$ cat src/rtl/msrv32_wb_load_unit_pkg.sv
// Shared codes for the msrv32 writeback/load stage: writeback source selects,
// load size encodings and the stage state enum.
package msrv32_wb_pkg;

  localparam logic [2:0] WB_ALU  = 3'd0;
  localparam logic [2:0] WB_LOAD = 3'd1;
  localparam logic [2:0] WB_IMM  = 3'd2;
  localparam logic [2:0] WB_PC4  = 3'd3;
  localparam logic [2:0] WB_CSR  = 3'd4;

  localparam logic [1:0] LD_BYTE = 2'b00;
  localparam logic [1:0] LD_HALF = 2'b01;
  localparam logic [1:0] LD_WORD = 2'b10;
  localparam logic [1:0] LD_RSVD = 2'b11;

  typedef enum logic {
    ST_IDLE     = 1'b0,
    ST_MEM_WAIT = 1'b1
  } wb_state_t;

endpackage

$ cat src/rtl/msrv32_wb_load_unit_if.sv
// Bundle of execute-side, data-memory and register-file signals of the
// writeback stage; master is the environment, slave is the stage itself.
interface msrv32_wb_load_unit_if;
  import msrv32_wb_pkg::*;

  // Handshake: an instruction transfers on a cycle where ex_valid_in and
  // ex_ready_out are both high; ex_ready_out never depends on ex_valid_in.
  logic        ex_valid_in;
  logic        ex_ready_out;
  logic        flush_in;
  logic [4:0]  rd_addr_in;
  logic        rf_wr_en_in;
  logic [2:0]  wb_sel_in;
  logic [31:0] alu_result_in;
  logic [31:0] imm_in;
  logic [31:0] pc_plus_4_in;
  logic [31:0] csr_data_in;
  logic [1:0]  load_size_in;
  logic        load_unsigned_in;
  logic [31:0] dm_data_in;
  logic        dm_hready_in;
  logic [4:0]  rd_addr_out;
  logic        wr_en_out;
  logic [31:0] rd_out;
  logic        misaligned_load_out;
  logic        bus_err_out;
  wb_state_t   state_dbg_out;

  modport master (
    output ex_valid_in, flush_in, rd_addr_in, rf_wr_en_in, wb_sel_in,
           alu_result_in, imm_in, pc_plus_4_in, csr_data_in, load_size_in,
           load_unsigned_in, dm_data_in, dm_hready_in,
    input  ex_ready_out, rd_addr_out, wr_en_out, rd_out,
           misaligned_load_out, bus_err_out, state_dbg_out
  );

  modport slave (
    input  ex_valid_in, flush_in, rd_addr_in, rf_wr_en_in, wb_sel_in,
           alu_result_in, imm_in, pc_plus_4_in, csr_data_in, load_size_in,
           load_unsigned_in, dm_data_in, dm_hready_in,
    output ex_ready_out, rd_addr_out, wr_en_out, rd_out,
           misaligned_load_out, bus_err_out, state_dbg_out
  );

endinterface

$ cat src/rtl/msrv32_load_align.sv
// Combinational lane select and sign/zero extension of a data-memory read word.
module msrv32_load_align
  import msrv32_wb_pkg::*;
(
  input  logic [31:0] i_data,
  input  logic [1:0]  i_addr,
  input  logic [1:0]  i_size,
  input  logic        i_unsigned,
  output logic [31:0] o_value
);

  logic [7:0]  w_byte;
  logic [15:0] w_half;

  always_comb begin
    w_byte = i_data[7:0];
    case (i_addr)
      2'd0: w_byte = i_data[7:0];
      2'd1: w_byte = i_data[15:8];
      2'd2: w_byte = i_data[23:16];
      2'd3: w_byte = i_data[31:24];
      default: w_byte = i_data[7:0];
    endcase
  end

  assign w_half = i_addr[1] ? i_data[31:16] : i_data[15:0];

  always_comb begin
    o_value = i_data;
    case (i_size)
      LD_BYTE: o_value = i_unsigned ? {24'd0, w_byte} : {{24{w_byte[7]}}, w_byte};
      LD_HALF: o_value = i_unsigned ? {16'd0, w_half} : {{16{w_half[15]}}, w_half};
      default: o_value = i_data;
    endcase
  end

endmodule

$ cat src/rtl/msrv32_wb_load_unit.sv
// msrv32 writeback stage: selects the writeback source, waits on data memory
// for loads, and drives a registered write port into the integer register file.
module msrv32_wb_load_unit
  import msrv32_wb_pkg::*;
#(
  parameter int MAX_WAIT   = 16,
  parameter int WAIT_CNT_W = 8
) (
  input  logic                  clk_in,
  input  logic                  reset_in,
  msrv32_wb_load_unit_if.slave  wb
);

  localparam logic [WAIT_CNT_W-1:0] LP_LAST_WAIT = WAIT_CNT_W'(MAX_WAIT - 1);

  wb_state_t             r_state;
  logic [WAIT_CNT_W-1:0] r_wait_cnt;
  logic [4:0]            r_rd_cap;
  logic                  r_we_cap;
  logic [1:0]            r_size_cap;
  logic                  r_uns_cap;
  logic [1:0]            r_off_cap;
  logic [4:0]            r_rd_addr;
  logic [31:0]           r_rd_data;
  logic                  r_wr_en;
  logic                  r_misaligned;
  logic                  r_bus_err;

  logic                  w_ready;
  logic                  w_accept;
  logic                  w_is_load;
  logic                  w_misaligned;
  logic                  w_direct_we;
  logic [31:0]           w_sel_data;
  logic [31:0]           w_aligned;
  logic                  w_timeout;

  assign w_ready     = (r_state == ST_IDLE) && !wb.flush_in;
  assign w_accept    = wb.ex_valid_in && w_ready;
  assign w_is_load   = (wb.wb_sel_in == WB_LOAD);
  assign w_direct_we = wb.rf_wr_en_in && (wb.rd_addr_in != 5'd0);
  assign w_timeout   = !wb.dm_hready_in && (r_wait_cnt == LP_LAST_WAIT);

  always_comb begin
    w_misaligned = 1'b0;
    case (wb.load_size_in)
      LD_BYTE: w_misaligned = 1'b0;
      LD_HALF: w_misaligned = wb.alu_result_in[0];
      default: w_misaligned = (wb.alu_result_in[1:0] != 2'b00);
    endcase
  end

  // Reserved selects deliberately write zero rather than stale data.
  always_comb begin
    w_sel_data = 32'd0;
    case (wb.wb_sel_in)
      WB_ALU:  w_sel_data = wb.alu_result_in;
      WB_IMM:  w_sel_data = wb.imm_in;
      WB_PC4:  w_sel_data = wb.pc_plus_4_in;
      WB_CSR:  w_sel_data = wb.csr_data_in;
      default: w_sel_data = 32'd0;
    endcase
  end

  msrv32_load_align u_align (
    .i_data     (wb.dm_data_in),
    .i_addr     (r_off_cap),
    .i_size     (r_size_cap),
    .i_unsigned (r_uns_cap),
    .o_value    (w_aligned)
  );

  always_ff @(posedge clk_in or posedge reset_in) begin
    if (reset_in) begin
      r_state      <= ST_IDLE;
      r_wait_cnt   <= '0;
      r_rd_cap     <= 5'd0;
      r_we_cap     <= 1'b0;
      r_size_cap   <= 2'b00;
      r_uns_cap    <= 1'b0;
      r_off_cap    <= 2'b00;
      r_rd_addr    <= 5'd0;
      r_rd_data    <= 32'd0;
      r_wr_en      <= 1'b0;
      r_misaligned <= 1'b0;
      r_bus_err    <= 1'b0;
    end else begin
      r_wr_en      <= 1'b0;
      r_misaligned <= 1'b0;
      r_bus_err    <= 1'b0;
      if (wb.flush_in) begin
        r_state <= ST_IDLE;
      end else begin
        case (r_state)
          ST_IDLE: begin
            if (w_accept) begin
              if (!w_is_load) begin
                r_wr_en <= w_direct_we;
                if (w_direct_we) begin
                  r_rd_addr <= wb.rd_addr_in;
                  r_rd_data <= w_sel_data;
                end
              end else if (w_misaligned) begin
                r_misaligned <= 1'b1;
              end else begin
                r_rd_cap   <= wb.rd_addr_in;
                r_we_cap   <= wb.rf_wr_en_in;
                r_size_cap <= wb.load_size_in;
                r_uns_cap  <= wb.load_unsigned_in;
                r_off_cap  <= wb.alu_result_in[1:0];
                r_wait_cnt <= '0;
                r_state    <= ST_MEM_WAIT;
              end
            end
          end
          ST_MEM_WAIT: begin
            // hready on the final allowed wait cycle still wins over timeout.
            if (wb.dm_hready_in) begin
              if (r_we_cap && (r_rd_cap != 5'd0)) begin
                r_wr_en   <= 1'b1;
                r_rd_addr <= r_rd_cap;
                r_rd_data <= w_aligned;
              end
              r_state <= ST_IDLE;
            end else if (w_timeout) begin
              r_bus_err <= 1'b1;
              r_state   <= ST_IDLE;
            end else begin
              r_wait_cnt <= r_wait_cnt + 1'b1;
            end
          end
          default: r_state <= ST_IDLE;
        endcase
      end
    end
  end

  assign wb.ex_ready_out        = w_ready;
  assign wb.rd_addr_out         = r_rd_addr;
  assign wb.rd_out              = r_rd_data;
  assign wb.wr_en_out           = r_wr_en;
  assign wb.misaligned_load_out = r_misaligned;
  assign wb.bus_err_out         = r_bus_err;
  assign wb.state_dbg_out       = r_state;

endmodule

$ cat src/flat_wrapper.sv
// flat-port wrapper written by rule: the top's interface ports become plain ports
module msrv32_wb_load_unit_flat import msrv32_wb_pkg::*;
#(
  parameter int MAX_WAIT   = 16,
  parameter int WAIT_CNT_W = 8
)
  (clk_in, reset_in, wb_ex_valid_in, wb_flush_in, wb_rd_addr_in, wb_rf_wr_en_in, wb_wb_sel_in, wb_alu_result_in, wb_imm_in, wb_pc_plus_4_in, wb_csr_data_in, wb_load_size_in, wb_load_unsigned_in, wb_dm_data_in, wb_dm_hready_in, wb_ex_ready_out, wb_rd_addr_out, wb_wr_en_out, wb_rd_out, wb_misaligned_load_out, wb_bus_err_out, wb_state_dbg_out);
  msrv32_wb_load_unit_if wb_i ();
  input  logic clk_in;
  input  logic reset_in;
  input wire logic [$bits(wb_i.ex_valid_in)-1:0] wb_ex_valid_in;
  input wire logic [$bits(wb_i.flush_in)-1:0] wb_flush_in;
  input wire logic [$bits(wb_i.rd_addr_in)-1:0] wb_rd_addr_in;
  input wire logic [$bits(wb_i.rf_wr_en_in)-1:0] wb_rf_wr_en_in;
  input wire logic [$bits(wb_i.wb_sel_in)-1:0] wb_wb_sel_in;
  input wire logic [$bits(wb_i.alu_result_in)-1:0] wb_alu_result_in;
  input wire logic [$bits(wb_i.imm_in)-1:0] wb_imm_in;
  input wire logic [$bits(wb_i.pc_plus_4_in)-1:0] wb_pc_plus_4_in;
  input wire logic [$bits(wb_i.csr_data_in)-1:0] wb_csr_data_in;
  input wire logic [$bits(wb_i.load_size_in)-1:0] wb_load_size_in;
  input wire logic [$bits(wb_i.load_unsigned_in)-1:0] wb_load_unsigned_in;
  input wire logic [$bits(wb_i.dm_data_in)-1:0] wb_dm_data_in;
  input wire logic [$bits(wb_i.dm_hready_in)-1:0] wb_dm_hready_in;
  output wire logic [$bits(wb_i.ex_ready_out)-1:0] wb_ex_ready_out;
  output wire logic [$bits(wb_i.rd_addr_out)-1:0] wb_rd_addr_out;
  output wire logic [$bits(wb_i.wr_en_out)-1:0] wb_wr_en_out;
  output wire logic [$bits(wb_i.rd_out)-1:0] wb_rd_out;
  output wire logic [$bits(wb_i.misaligned_load_out)-1:0] wb_misaligned_load_out;
  output wire logic [$bits(wb_i.bus_err_out)-1:0] wb_bus_err_out;
  output wire logic [$bits(wb_i.state_dbg_out)-1:0] wb_state_dbg_out;
  assign wb_i.ex_valid_in = wb_ex_valid_in;
  assign wb_i.flush_in = wb_flush_in;
  assign wb_i.rd_addr_in = wb_rd_addr_in;
  assign wb_i.rf_wr_en_in = wb_rf_wr_en_in;
  assign wb_i.wb_sel_in = wb_wb_sel_in;
  assign wb_i.alu_result_in = wb_alu_result_in;
  assign wb_i.imm_in = wb_imm_in;
  assign wb_i.pc_plus_4_in = wb_pc_plus_4_in;
  assign wb_i.csr_data_in = wb_csr_data_in;
  assign wb_i.load_size_in = wb_load_size_in;
  assign wb_i.load_unsigned_in = wb_load_unsigned_in;
  assign wb_i.dm_data_in = wb_dm_data_in;
  assign wb_i.dm_hready_in = wb_dm_hready_in;
  assign wb_ex_ready_out = wb_i.ex_ready_out;
  assign wb_rd_addr_out = wb_i.rd_addr_out;
  assign wb_wr_en_out = wb_i.wr_en_out;
  assign wb_rd_out = wb_i.rd_out;
  assign wb_misaligned_load_out = wb_i.misaligned_load_out;
  assign wb_bus_err_out = wb_i.bus_err_out;
  assign wb_state_dbg_out = wb_i.state_dbg_out;
  msrv32_wb_load_unit #(.MAX_WAIT(MAX_WAIT), .WAIT_CNT_W(WAIT_CNT_W)) u_core (.clk_in(clk_in), .reset_in(reset_in), .wb(wb_i));
endmodule
$ cat config.mk
export PLATFORM = sky130hd
export DESIGN_NAME = msrv32_wb_load_unit_flat
export DESIGN_NICKNAME = d
export VERILOG_FILES = /design/src/rtl/msrv32_wb_load_unit_pkg.sv /design/src/rtl/msrv32_wb_load_unit_if.sv /design/src/rtl/msrv32_load_align.sv /design/src/rtl/msrv32_wb_load_unit.sv /design/src/flat_wrapper.sv
export SDC_FILE = /design/constraint.sdc
export NUM_CORES = 1
export LEC_CHECK = 0
export ABC_AREA = 1
export CELL_PAD_IN_SITES_DETAIL_PLACEMENT = 1
export CELL_PAD_IN_SITES_GLOBAL_PLACEMENT = 1
export CORE_MARGIN = 2
export CORE_UTILIZATION = 27
export DETAILED_ROUTE_END_ITERATION = 16
export GPL_ROUTABILITY_DRIVEN = 0
export HOLD_SLACK_MARGIN = 0.02
export PLACE_DENSITY_LB_ADDON = 0.1
export REMOVE_ABC_BUFFERS = 1
export SLEW_MARGIN = 20
export SYNTH_ARGS = -nofsm -noshare
export SYNTH_HDL_FRONTEND = slang
export SYNTH_SLANG_ARGS = --single-unit
$ cat constraint.sdc
create_clock -name clk_in -period 2.63 [get_ports clk_in]
set_input_delay 0.526 -clock clk_in [delete_from_list [all_inputs] [get_ports clk_in]]
set_output_delay 0.526 -clock clk_in [all_outputs]
set_load 0.005 [all_outputs]
==> results by group, run 1 <==
Yosys
  • Register area share after synthesis: 0.3234
  • Synth area leader: dfrtp_1
  • Number of synthesized register bits: 60
  • Area share of the largest cell type after synthesis: 0.3234
  • Top cells by area, synth: dfrtp_1 32%, nand2_1 26%, nand3_1 8.2%, nor2_1 7.0%, nand4_1 4.2%
  • Share of async-settable or async-resettable flops after synthesis: 1.000
  • Post-synth EDFFs: 0
  • Ys Warns: 0
  • Ys flop type: dfrtp_1
  • Post-synth cell types: 32
  • Synthesized cell area: 0.004643 mm^2
  • Mapped Cells: between 700 and 800
  • Avg Inst Size Synth: around 6.0 um^2

Global routing
  • Largest net degree at the start of global routing: 33
  • Global route total overflow: 0
  • Met2 Usage GRT: 0.3754
  • Initial antenna violation count: 0
  • Global-route wire length before repair: about 32000 um
  • GRT met3 Usage: 0.05612
  • Vias in the first global route: 6092
  • Gr usage total: 0.2246
  • Met1 usage: 0.2843
  • Gr busiest metal: met2

Critical path
  • CP required: roughly 2.1 ns
  • Reg2reg setup slack: about 0.76 ns
  • RR Endpoint: u_core.wb.rd_addr_out[0]
  • Arr. time, crit path: between 1.5 and 2 ns
  • Worst setup startpoint: wb_flush_in
  • Worst setup endpoint: wb_ex_ready_out
  • Crit path max fanout: 5
  • CP Class: primary input to output port
  • Worst setup SP type: primary input
  • R2R cell count: 8
  • Worst flop-to-flop path startpoint: u_core.wb.state_dbg_out
  • Crit. End Element: output port

STA
  • Final setup vio count: 0
  • RSZ-0062 raised after global routing: false
  • Worst Tran Pin Value: 0.6033 ns
  • Final WS setup: 0.3491 ns
  • Max Slew Vio Count: 0
  • Tcrit/Tclk final: 0.8673
  • Post-Route Skew: 0.004178 ns
  • Post-route minimum period: about 2.3 ns
  • Worst slew margin: 0.5972
  • Final Hold Viols: 0
  • Maximum clock rate: roughly 0.44 GHz

CTS
  • CTS Buf Count: 9
  • Post-CTS Setup Inserts: 0
  • Cts-stage hold buffer count: 0
  • Clk root buf: clkbuf_16
  • CTS Buffer Depth: 2
  • Post-CTS Resized: 0
  • Latest clock arrival within the worst-skew pair: between 0.3 and 0.4 ns
  • Clk pin slew, worst setup/hold paths: roughly 0.060 ns
  • CTS sink cnt: 60
  • Htree depth: 3
  • TritonCTS clock tree: built

Route
  • DR vias/cell: approximately 4.8
  • Routed wire per std cell: 16.64 um
  • Drt first-iter violations: 229
  • Post-route ant nets: 0
  • Routed WL: ~20000 um
  • DRC: 0
  • Pre-antenna DRT Iters: 4
  • Via count: just under 6000

Layout
  • Layout fillers: ~2200
  • Post-Layout Cell Count: 1205
  • Area delta synth->final: 59.47%
  • Antenna diodes: 0
  • Finished Cell Area: between 0.007 and 0.008 mm^2
  • Final Util: 0.4434
  • Nets: around 1200
  • Layout cells sized above 1: 0.06091

Floorplanning
  • Core area: 0.01670 mm^2
  • Starting Density: 0.2780
  • Die W: between 100 and 150 um
  • # rows: 47
  • Ports: 219
  • Die area: between 0.015 and 0.02 mm^2
  • DIE HEIGHT: 135.1 um

Min path
  • Hold WC Path Type: register to register
  • Worst hold path startpoint: u_core.wb.rd_out[6]

Placement
  • Placed wire-length estimate: around 15000 um
  • Post-placement setup slack: between 0.2 and 0.25 ns
  • Cells after DPL: between 1000 and 1500
  • Port Buffer Count: 218
  • Placed cell areas: around 0.0071 mm^2

Power and ir drop
  • Total leakage power: 3.494 nW
  • Pwr per Cell Area: about 500 mW/mm^2
  • Sw Share: 0.3044
  • P_int: around 2.6 mW
  • Sw power: 1.132 mW
  • Clock share of power: 0.358
  • VDD IR-drop max: around 0.0003 V
  • Sequential Power Share: 0.319
  • Logic pwr share: 0.323

Run status
  • Status: complete, no violations

Flow run
  • Max Cap Viol: 0
worst min-delay path by stage:
| stage | endpoint | slack (ns) | depth (start not counted) |
|---|---|---|---|
| after floorplan | u_core.r_we_cap | 0.45 | 2 |
| after global placement | u_core.wb.rd_addr_out[4] | 0.46 | 2 |
| after detailed placement | u_core.wb.rd_out[5] | 0.46 | 2 |
| after CTS | u_core.wb.rd_out[6] | 0.48 | 2 |
| after global routing | u_core.wb.rd_out[6] | 0.50 | 2 |
| final | u_core.wb.rd_out[6] | 0.48 | 2 |
metrics by stage:
stage                     power [mW]  hold slack, ns  setup TNS [ns]
after floorplan                1.655          0.4537          -17.79
after detailed placement       2.415          0.4644               0
final                          3.719          0.4766               0
after global placement         2.396          0.4630               0
after CTS                      3.771          0.4807               0
after global routing           3.948          0.4986               0
critical path, cell delays in order:
cell and delay, ns:
clkdlybuf4s50_1 0.55, nor2_2 0.16, clkdlybuf4s50_1 0.52
synthesized netlist by cell type, types with 2 or more instances:
master	instances
o211ai_1	5
buf_6	3
xor2_1	2
clkbuf_1	18
o21ai_0	37
o21ai_1	9
nor2_2	2
inv_1	38
a21oi_1	38
nor3_1	3
buf_4	4
buf_1	3
nand2_1	319
nand4_1	31
dfrtp_1	60
nand2_2	2
nand3_1	76
nor2_1	87
nand3b_1	2
buf_2	23
inv_2	3
cell usage in the layout, fill, tap and decap left out, types with 2 or more instances in the layout:
cell type,Yosys,routed
nand2_1,319,319
clkdlybuf4s50_1,0,218
nor2_1,87,86
nand3_1,76,76
dfrtp_1,60,59
inv_1,38,37
o21ai_0,37,37
a21oi_1,38,37
nand4_1,31,31
buf_4,4,26
o21ai_1,9,9
clkbuf_16,0,9
o211ai_1,5,5
inv_2,3,4
nor2_4,1,3
nor3_1,3,3
nand2_2,2,2
xor2_1,2,2
nand3b_1,2,2
bufinv_16,0,2
clkinv_4,0,2
clkinv_2,0,2
cells by family (layout without fill, tap and decap cells):
kind of cell	Yosys count	count (layout)	synth area share
buffers and inverters	94	303	0.09108
AO/OA/AOI/OAI	91	91	0.1019
XOR/XNOR	3	3	0.005660
flip-flops	60	60	0.3234
adder cells (fa/ha/maj)	1	1	0.002694
AND/OR/NAND/NOR	527	527	0.4753
area by class of cell:
| class | instances | area (um^2) | share of cell area |
|---|---|---|---|
| clock buffer | 10 | 239.0 | 0.03227 |
| clock inverter | 6 | 87.58 | 0.01183 |
| inverter | 42 | 160.2 | 0.02163 |
| multi-input combinational | 622 | 2743 | 0.3704 |
| sequential | 60 | 1503 | 0.2029 |
| tap | 220 | 275.3 | 0.03717 |
| timing repair buffer | 245 | 2397 | 0.3238 |
power by group through the flow:
stage	Sequential (mW)	Combinational (mW)	Clock (mW)
floorplan	1.23	0.428	0
global placement	1.20	1.20	0
detailed placement	1.20	1.21	0
CTS	1.19	1.22	1.36
global route	1.21	1.35	1.39
finish	1.19	1.20	1.33
state kept, by name, summed over array words and instances (netlist names):
name                           cells
u_core.wb.rd_addr_out              5
u_core.wb.misaligned_load_out      1
u_core.wb.state_dbg_out            1
u_core.r_wait_cnt                  8
u_core.r_uns_cap                   1
u_core.r_rd_cap                    5
u_core.wb.bus_err_out              1
u_core.r_size_cap                  2
u_core.r_we_cap                    1
u_core.wb.wr_en_out                1
u_core.r_off_cap                   2
u_core.wb.rd_out                  32
routing by layer:
layer | wire length (um) | up-vias
li1 | - | 2905
met4 | 395 | 0
met1 | 8607 | 2741
met3 | 1580 | 23
met5 | 0 | -
met2 | 9467 | 156
(Power assumes the default switching activity.)
==> run 2, diff against run 1 <==
==> constraint.sdc (replaced) <==
create_clock -name clk_in -period 2.63 [get_ports clk_in]
set_input_delay 0.6575 -clock clk_in [delete_from_list [all_inputs] [get_ports clk_in]]
set_output_delay 0.6575 -clock clk_in [all_outputs]
set_load 0.005 [all_outputs]
==> run 2 against run 1 <==
Compared with the run above:
- wire length shrank 2.1%
- critical path type unchanged
- global-route usage shrank 0.21 points
- cell area grew 0.79%
- highest routed layer is now met5
- via count shrank 0.98%
- sequential share of layout area shrank 0.16 points
- sequential power is essentially flat
- clock-buffer cell count grew 3
- clock power shrank 6%
- flip-flop and latch count is the same
- cell count grew 0.25%
==> results by group, run 2 (same netlist as run 1, synthesis figures left out) <==
Placement
  • Post-placement setup slack: between 0.15 and 0.2 ns
  • Port Buffer Count: approximately 220
  • Placed wire-length estimate: 15140 um

STA
  • Post-Route Skew: between 0.004 and 0.005 ns
  • Final Hold Viols: 0
  • Tcrit/Tclk final: 0.9035
  • Final WS setup: roughly 0.25 ns
  • Post-route minimum period: about 2.4 ns
  • Worst Tran Pin Value: between 0.6 and 0.7 ns
  • Maximum clock rate: around 0.42 GHz
  • RSZ-0062 raised after global routing: false
  • Final setup TNS: 0 ns
  • Max Slew Vio Count: 0
  • Worst slew margin: 0.5537
  • Final setup vio count: 0
  • Final hold slack: roughly 0.48 ns

Route
  • Drt first-iter violations: 230
  • DRC: 0
  • Via count: about 5800
  • Post-route ant nets: 0
  • Routed WL: about 20000 um
  • DR vias/cell: around 4.8
  • Routed wire per std cell: 16.24 um
  • Pre-antenna DRT Iters: 4

Global routing
  • Vias in the first global route: 6022
  • Gr usage total: 0.2224
  • Global route total overflow: 0
  • Global-route wire length before repair: roughly 32000 um
  • Initial antenna violation count: 1
  • Largest net degree at the start of global routing: 49

Layout
  • Layout fillers: around 2200
  • Layout cells sized above 1: 0.06079
  • Commonest non-fill, non-tap cell in the layout: nand2_1
  • Max FFs per register: 32
  • Most frequent cells in the layout: 319 x nand2_1, 218 x clkdlybuf4s50_1, 86 x nor2_1
  • Final Util: 0.4469
  • Area delta synth->final: 60.74%
  • Nets: about 1200

Critical path
  • Worst flop-to-flop path startpoint: u_core.r_size_cap[1]
  • CP required: about 2 ns
  • Arr. time, crit path: ~1.7 ns
  • CP Class: primary input to output port
  • Worst setup startpoint: wb_flush_in
  • Crit. End Element: output port
  • Worst setup SP type: primary input
  • Worst setup endpoint: wb_ex_ready_out
  • R2R cell count: 11
  • Crit path max fanout: 2
  • Reg2reg setup slack: ~0.66 ns
  • RR Endpoint: u_core.wb.rd_out[12]

Run status
  • Status: complete, no violations

CTS
  • Htree depth: 3
  • Post-CTS Setup Inserts: 0
  • CTS sink cnt: 60
  • TritonCTS clock tree: built
  • CTS Buf Count: 9
  • Clk pin slew, worst setup/hold paths: 0.05 ns
  • Post-CTS Resized: 0
  • Latest clock arrival within the worst-skew pair: 0.34 ns
  • Clk root buf: clkbuf_16
  • CTS Buffer Depth: 2
  • Cts-stage hold buffer count: 0

Power and ir drop
  • VDD IR-drop max: a little over 0.0003 V
  • Pwr per Cell Area: between 400 and 500 mW/mm^2
  • Total leakage power: 3.507 nW

Floorplanning
  • Ports: approximately 220
  • Core area: around 0.017 mm^2
  • Starting Density: 0.2780
  • DIE HEIGHT: around 140 um
  • Die area: approximately 0.018 mm^2
  • Die W: 135.1 um
  • # rows: 47

Min path
  • Hold WC Path Type: register to register

Flow run
  • Max Cap Viol: 0
==> run 2: per-layer routing <==
layer  share of wire  vias to the layer above  global-route usage
met5         0.00082                        -                   0
met4           0.015                        2             0.06250
met3           0.060                       19             0.05238
met2            0.46                      133              0.3717
met1            0.46                     2702              0.2878
li1                -                     2912                   -
==> run 2: final cells by class <==
cell class	instances	area, um^2	share of cell area
Antenna cell	1	2.502	0.0003353
Clock buffer	13	260.3	0.03487
Clock inverter	3	45.04	0.006035
Inverter	42	160.2	0.02146
Multi-Input combinational cell	622	2743	0.3675
Sequential cell	60	1503	0.2013
Tap cell	220	275.3	0.03688
Timing Repair Buffer	247	2475	0.3316
==> run 2: worst min-delay path by stage <==
stage,endpoint,depth (start not counted),from,slack [ns]
6_report,u_core.wb.rd_addr_out[4],2,u_core.wb.rd_addr_out[4],0.48
4_1_cts,u_core.wb.rd_out[5],2,u_core.wb.rd_out[5],0.48
3_3_place_gp,u_core.wb.rd_addr_out[4],2,u_core.wb.rd_addr_out[4],0.46
3_5_place_dp,u_core.wb.rd_out[13],2,u_core.wb.rd_out[13],0.47
5_1_grt,u_core.wb.rd_out[13],2,u_core.wb.rd_out[13],0.50
2_1_floorplan,u_core.r_we_cap,2,u_core.r_we_cap,0.45
==> run 2: worst max-delay path: stages <==
cell	delay, ns
clkdlybuf4s50_1	0.44
nor2_2	0.11
clkdlybuf4s50_1	0.51
==> run 2: report_power, final <==
part / switching [mW] / internal, mW
clock: 0.459 / 0.786
combinational: 0.528 / 0.659
sequential: 0.133 / 1.08
total: 1.12 / 2.52
==> run 2: through the flow <==
stage	area, um^2	cells	power (mW)
floorplan	4380	724	1.655
global placement	7156	1191	2.401
detailed placement	7156	1191	2.421
CTS	7461	1207	3.683
global route	7461	1207	3.878
finish	7463	1208	3.643
